File: src/rtl/uart_pkg.sv
// Shared definitions for the UART receive/transmit path and the line buffer.
package uart_pkg;

  localparam logic [7:0] ASCII_CR  = 8'h0D;
  localparam logic [7:0] ASCII_LF  = 8'h0A;
  localparam logic [7:0] ASCII_BS  = 8'h08;
  localparam logic [7:0] ASCII_DEL = 8'h7F;

  typedef logic [7:0] byte_t;

endpackage

File: src/rtl/line_buf_mem.sv
// Byte storage for the line buffer: one synchronous write port, one asynchronous read port.
module line_buf_mem
  import uart_pkg::*;
#(
  parameter int DEPTH = 64,
  parameter int AW    = $clog2(DEPTH)
) (
  input  logic          clk,
  input  logic          we,
  input  logic [AW-1:0] waddr,
  input  byte_t         wdata,
  input  logic [AW-1:0] raddr,
  output byte_t         rdata
);

  byte_t mem [DEPTH];

  always_ff @(posedge clk) begin
    if (we) begin
      mem[waddr] <= wdata;
    end
  end

  assign rdata = mem[raddr];

endmodule

File: src/rtl/uart_line_buffer.sv
// Line-mode buffer between uart_rx and uart_tx: bytes are edited with backspace and
// released downstream only after a terminator arrives or the buffer fills.
module uart_line_buffer
  import uart_pkg::*;
#(
  parameter int    DEPTH     = 64,
  parameter byte_t TERM_CHAR = ASCII_CR,
  parameter byte_t BS_CHAR0  = ASCII_BS,
  parameter byte_t BS_CHAR1  = ASCII_DEL
) (
  input  logic                   clk,
  input  logic                   rst,
  input  logic                   s_axis_tvalid,
  input  logic [7:0]             s_axis_tdata,
  output logic                   s_axis_tready,
  output logic                   m_axis_tvalid,
  output logic [7:0]             m_axis_tdata,
  input  logic                   m_axis_tready,
  output logic [$clog2(DEPTH):0] pending_bytes,
  output logic                   forced_commit
);

  localparam int AW = $clog2(DEPTH);
  localparam logic [AW:0] FULL_OCC = (AW+1)'(DEPTH);

  logic [AW:0] wr_ptr_reg, wr_ptr_next;
  logic [AW:0] commit_ptr_reg, commit_ptr_next;
  logic [AW:0] rd_ptr_reg, rd_ptr_next;
  logic        forced_reg, forced_next;

  logic [AW:0] occupancy;
  logic [AW:0] wr_inc;
  logic        in_fire, out_fire, is_bs, mem_we;

  assign occupancy     = wr_ptr_reg - rd_ptr_reg;
  assign wr_inc        = wr_ptr_reg + 1'b1;
  assign s_axis_tready = (occupancy != FULL_OCC);
  assign m_axis_tvalid = (rd_ptr_reg != commit_ptr_reg);
  assign pending_bytes = wr_ptr_reg - commit_ptr_reg;
  assign forced_commit = forced_reg;

  assign in_fire  = s_axis_tvalid & s_axis_tready;
  assign out_fire = m_axis_tvalid & m_axis_tready;
  assign is_bs    = (s_axis_tdata == BS_CHAR0) || (s_axis_tdata == BS_CHAR1);

  always_comb begin
    wr_ptr_next     = wr_ptr_reg;
    commit_ptr_next = commit_ptr_reg;
    rd_ptr_next     = rd_ptr_reg;
    forced_next     = 1'b0;
    mem_we          = 1'b0;

    if (in_fire) begin
      if (is_bs) begin
        // Only uncommitted bytes can be erased; a backspace on an empty line is swallowed.
        if (wr_ptr_reg != commit_ptr_reg) begin
          wr_ptr_next = wr_ptr_reg - 1'b1;
        end
      end else begin
        mem_we      = 1'b1;
        wr_ptr_next = wr_inc;
        if (s_axis_tdata == TERM_CHAR) begin
          commit_ptr_next = wr_inc;
        end else if ((wr_inc - rd_ptr_reg) == FULL_OCC) begin
          // A full, uncommitted buffer could never drain, so release it as-is.
          commit_ptr_next = wr_inc;
          forced_next     = 1'b1;
        end
      end
    end

    if (out_fire) begin
      rd_ptr_next = rd_ptr_reg + 1'b1;
    end
  end

  always_ff @(posedge clk) begin
    if (rst) begin
      wr_ptr_reg     <= '0;
      commit_ptr_reg <= '0;
      rd_ptr_reg     <= '0;
      forced_reg     <= 1'b0;
    end else begin
      wr_ptr_reg     <= wr_ptr_next;
      commit_ptr_reg <= commit_ptr_next;
      rd_ptr_reg     <= rd_ptr_next;
      forced_reg     <= forced_next;
    end
  end

  line_buf_mem #(
    .DEPTH (DEPTH),
    .AW    (AW)
  ) u_mem (
    .clk   (clk),
    .we    (mem_we),
    .waddr (wr_ptr_reg[AW-1:0]),
    .wdata (s_axis_tdata),
    .raddr (rd_ptr_reg[AW-1:0]),
    .rdata (m_axis_tdata)
  );

endmodule

File: config.mk
export PLATFORM = sky130hd
export DESIGN_NAME = uart_line_buffer
export DESIGN_NICKNAME = d
export VERILOG_FILES = /design/src/rtl/uart_pkg.sv /design/src/rtl/line_buf_mem.sv /design/src/rtl/uart_line_buffer.sv
export SDC_FILE = /design/constraint.sdc
export NUM_CORES = 1
export LEC_CHECK = 0
export ABC_CLOCK_PERIOD_IN_PS = 3600
export BUFFER_PORTS_ARGS = -buffer_cell sky130_fd_sc_hd__buf_2
export CORE_MARGIN = 2
export CORE_UTILIZATION = 60
export CTS_BUF_LIST = sky130_fd_sc_hd__clkbuf_16
export DETAILED_ROUTE_END_ITERATION = 10
export PLACE_DENSITY_LB_ADDON = 0.1
export SKIP_LAST_GASP = 1
export SYNTH_ARGS = -nofsm -noshare
export SYNTH_HDL_FRONTEND = slang
export SYNTH_SLANG_ARGS = --single-unit
File: constraint.sdc
create_clock -name clk -period 3.6 [get_ports clk]
set_clock_uncertainty 0.2 [all_clocks]
set_input_delay 0.54 -clock clk [delete_from_list [all_inputs] [get_ports clk]]
set_output_delay 0.54 -clock clk [all_outputs]
set_load 0.02 [all_outputs]
* Word-level counts from Yosys, hierarchy flattened
Memories as Yosys holds them, arrays and structs flattened. A register that Yosys moved wholly into a read port is not among the register bits. Index checks and enable logic that the tools add are counted.
Storage, ports and cells: flip-flop bits (word level) 22, RAM bits 512, memories kept 1, bits of input ports 12, output and inout port bits 18
Cells by class: equality and inequality tests 8, reductions and logical operators 5, add/subtract/negate cells 6, multiplexer cells 11, bitwise logic cells 4
Memories:
- u_mem.mem | words 64, width 8, rd ports 1, clocked after memory_dff 1, wr ports 1, RTL line line_buf_mem.sv:16 | byte_t mem [DEPTH];
Operator list (count):
- $mux W7 | 4
- $sub A7 B7 Y7 | 3
- $eq A8 B4 Y1 const B | 2
- $add A7 B1 Y7 const B | 2
- $ne A7 B7 Y1 | 2
- $mux W6 | 2
- $eq A8 B7 Y1 const B | 1
- $eq A7 B7 Y1 const B | 1
- $ne A7 B7 Y1 const B | 1
- $sub A7 B1 Y7 const B | 1
- $mux W1 | 5
- $reduce_or A4 Y1 | 1
- $reduce_and A3 Y1 | 1
- $and A1 B1 Y1 | 2
- $ne A2 B1 Y1 const B | 1
- $not A1 Y1 | 2
- $reduce_and A2 Y1 | 1
- $reduce_bool A2 Y1 | 1
- $logic_or A1 B1 Y1 | 1

* Longest topological paths before layout
depth after elaboration 6, gate-level depth with buffers 13

* Cells and area by module
Synthesis repeated with hierarchy kept, for this count alone.
Second synthesis, totals: cells, all modules 1172, area total of the unflattened synthesis 22006.1 um^2
Modules (own cells, without submodules):
- line_buf_mem | seq. area each 15374.7 um^2, cells each 932, area an instance 20006.7 um^2, times used 1
- uart_line_buffer | seq. area each 440.4 um^2, cells each 240, area an instance 1999.4 um^2, times used 1

* Worst setup path after synthesis
Ideal clock, no wire load.
path type reg2out, start point register with a tool-made name, end point output m_axis_tdata[3], stages on the path, launching flop included 8, path buffers 3, data required time 2.860 ns, slack 0.494 ns, data arrival time 2.366 ns, cells stage by stage dfxtp_1 > buf_2 > buf_2 > buf_2 > mux4_2 > mux4_2 > mux2i_1 > a21oi_1
RTL lines:
- end: declaration | RTL line uart_line_buffer.sv:17 | output logic [7:0] m_axis_tdata,

==> impl_metrics.tcl <==
set metrics [dict create \
    synth_edf_count 512 \
    slowest_delay_ns 0.54 \
    gp_congestion 0.8767 \
    drc_errors 0 \
    cts_buffers 52 \
    p_leak_nw 7.927 \
    worst_pin_slew_ns 0.8028 \
    outcome "complete, but fails checks" \
    finalWorstSetupSlack_ns -0.2888 \
    fin_crit_ns 3.889 \
    stdcell_count 1694 \
    p_seq_share_pct 49.7 \
    die_area_um2 38010 \
    r2r_slack_ns 0.17 \
    boundaryPins 30 \
    worstSetupEndpointType "output port" \
    cts_root_buffer "clkbuf_16" \
    ys.flop_type "edfxtp_1" \
    wl_per_cell_um 30.09 \
    grt_pass1_vias 11245 \
    synth_nets 1116 \
    clk_pin_slew_ns 0.06 \
    regArea_um2 15940 \
    drt_first_pass_iters 7 \
    worstReg2RegStart "rd_ptr_reg[5]" \
    regMostFlops "u_mem.mem" \
    holdPathStages 1 \
    area.growth.synth_to_final_pct 15.62 \
    start_util_pct 61.21 \
    final_max_slew_viol_count 0 \
    setup_violations 8 \
    path_class "reg2out" \
    powerDensity_nw_per_um2 552.9 \
    yosysTopAreaCellShare_pct 70.27 \
    rows 69 \
    multi_input_area_um2 5843 \
    grt_max_degree 67 \
    die_h_um 195.0 \
    drt_iter0_markers 1391 \
    overflow 0 \
    path_max_fanout 6 \
    hpwlAfterDp_um 31410 \
    track_usage_pct 27.99 \
    ant_nets 0 \
    max-slew-margin-rel_pct 46.12 \
    core_area_um2 35740 \
    nets 1226 \
    finalCritPeriodShare_pct 108.0 \
    cts_max_path_buffers 3 \
    ys_seq_area_share_pct 72.84 \
    largest_reg_flops 512 \
    antenna_found_initial 3 \
    cts_tree "done" \
    min_to "u_mem.mem[49][0]" \
    n_antenna_cell 0 \
    die_x_um 195.0 \
    num_vias 11022 \
    p_sw_share_pct 22.27 \
    yosysTopAreaCell "edfxtp_1" \
    irDropWorstVdd_mv 0.4290 \
    synthArstFlopShare_pct 0 \
    start_kind "register" \
    clk_latency_ns 0.60 \
    cp_cell_sequence "buf_12 > buf_12 > buf_6 > mux4_2 > mux4_2 > mux4_2 > buf_6" \
    pwr-share-clk_pct 39.4 \
    total_power_mw 13.99 \
    avgSynthCellArea_um2 20.24 \
    synthCells 1081 \
    crit_path_top_delay_cell "mux4_2" \
    hold_start "s_axis_tdata[0]" \
    rr_worst_depth 10 \
    critPathMostFrequentCell "mux4_2" \
    synth_area_leaders "edfxtp_1 (70%), mux4_2 (17%), dfxtp_1 (2.6%), nor2_1 (1.6%), ha_1 (1.2%)" \
    p_sw_mw 3.115 \
    holdCritPathClass "in2reg" \
    fillCellCount 2197 \
    hold_viol 0 \
    yosysWarnings 0 \
    port_buffers 29 \
    drt-vias-per-instance 6.506 \
    p_int_mw 10.87 \
    violations "negative setup slack" \
    drv_cap 0 \
    drive_above_1_share_pct 34.79 \
    arrival_ns 3.15 \
    dp_cells 1581 \
    synthesis.area_um2 21880 \
    max_freq_mhz 257.1 \
    synth-seq-cells 540 \
    r2r_end "u_mem.mem[25][1]" \
    htree_levels 2 \
    combPwrFrac_pct 10.9 \
    rsz0062_at_grt "yes" \
    clock_sinks 540 \
    required_ns 2.86 \
    wl_um 50980 \
    grt_pass1_wl_um 75620 \
    yosys.cell_types.count 57 \
]
## worst max path at each step
| stage | from | end | slack (ns) | depth (start not counted) |
|---|---|---|---|---|
| 2_1_floorplan | register | m_axis_tdata[3] | 0.49 | 7 |
| 3_3_place_gp | rd_ptr_reg[3] | u_mem.mem[27][1] | -0.03 | 10 |
| 3_5_place_dp | rd_ptr_reg[3] | u_mem.mem[27][4] | -0.09 | 10 |
| 4_1_cts | register | m_axis_tdata[4] | -0.28 | 7 |
| 5_1_grt | register | m_axis_tdata[1] | -0.29 | 7 |
| 6_report | register | m_axis_tdata[2] | -0.29 | 7 |
## Yosys cell counts, drive strengths merged (9+ instances only)
library cell	count
nor2	95
nand3	10
o21ai	14
a21oi	28
nor3	10
inv	18
edfxtp	512
mux4	165
dfxtp	28
xnor2	18
buf	28
xor2	12
nand2	16
nor2b	9
ha	21
clkbuf	25
## layout make-up
| cell class | instances | area share, % |
|---|---|---|
| clock buffer | 53 | 5.243 |
| clock inverter | 43 | 1.563 |
| inverter | 18 | 0.2671 |
| multi-input combinational | 470 | 23.10 |
| sequential | 540 | 63.03 |
| tap | 461 | 2.280 |
| timing repair buffer | 109 | 4.521 |
## metrics by stage
step	hold slack [ns]	area, um2	util [%]	setup WS (ns)	TNS [ns]
after floorplan	0.3105	21880	-	0.4940	0
after global placement	0.3452	22970	64.25	-0.03409	-0.4537
after detailed placement	0.3514	22970	64.25	-0.08864	-1.174
after CTS	0.1014	25120	70.28	-0.2764	-1.999
after global routing	0.1146	25300	70.78	-0.2938	-2.139
final	0.1188	25300	70.78	-0.2888	-1.652
## metal layers
metal | global-route usage, % | vias to the layer above | wire [um]
met2 | 43.31 | 524 | 24390
met3 | 6.091 | 85 | 4715
met1 | 40.84 | 5746 | 20520
met4 | 8.651 | 2 | 1341
met5 | 0 | - | 13
li1 | - | 4665 | -
## power groups by stage
stage               clock network (mW)  logic (mW)  registers, mW
floorplan                            0       0.827           7.08
global placement                     0        1.31           7.08
detailed placement                   0        1.32           7.08
CTS                               5.57        1.51           6.95
global route                      5.82        1.63           6.95
finish                            5.51        1.52           6.95
## layout by cell type, fill, tap and decap left out, drive strengths merged, types with 2 or more instances in the layout
cell and n:
edfxtp 512, or3b 2, fa 2, a21oi 28, a21o 7, o21ai 14, a211o 2, nand2 16
buf 105, nand2b 8, or3 4, nand3 10, mux4 165, nor3 10, and4 2, a211oi 8
nor4 6, xor2 12, inv 36, dfxtp 28, or2 2, nand3b 3, xnor2 18, and3 2
bufinv 8, and2 2, nand4 3, nor2 95, nor2b 9, ha 21, mux2i 4, clkinv 17
clkbuf 56
## worst max-delay path, delay by kind of cell (launching register included)
family / cells / cell delay [ns]
buf+inv: 4 / 0.59
flops: 1 / 0.39
mux: 3 / 1.57
## repair_timing
action,CTS,global route
gates resized for setup,41,65
pin swaps,3,1
endpoints found under the setup margin,68,473
hold endpoints to repair,4,0
hold buffers,1,0
setup buffers,8,1
gates cloned,7,3
## cell families (layout without fill, tap and decap cells)
logic type	after synthesis	in the layout	synth area share [%]
simple gates	179	179	3.889
buf+inv	71	223	1.355
xor+xnor	30	30	1.201
mux	169	169	17.17
fa+ha+maj	23	23	1.384
flops	540	540	72.84
compound gates	69	69	2.168
Power figures use the tool's default switching activity.
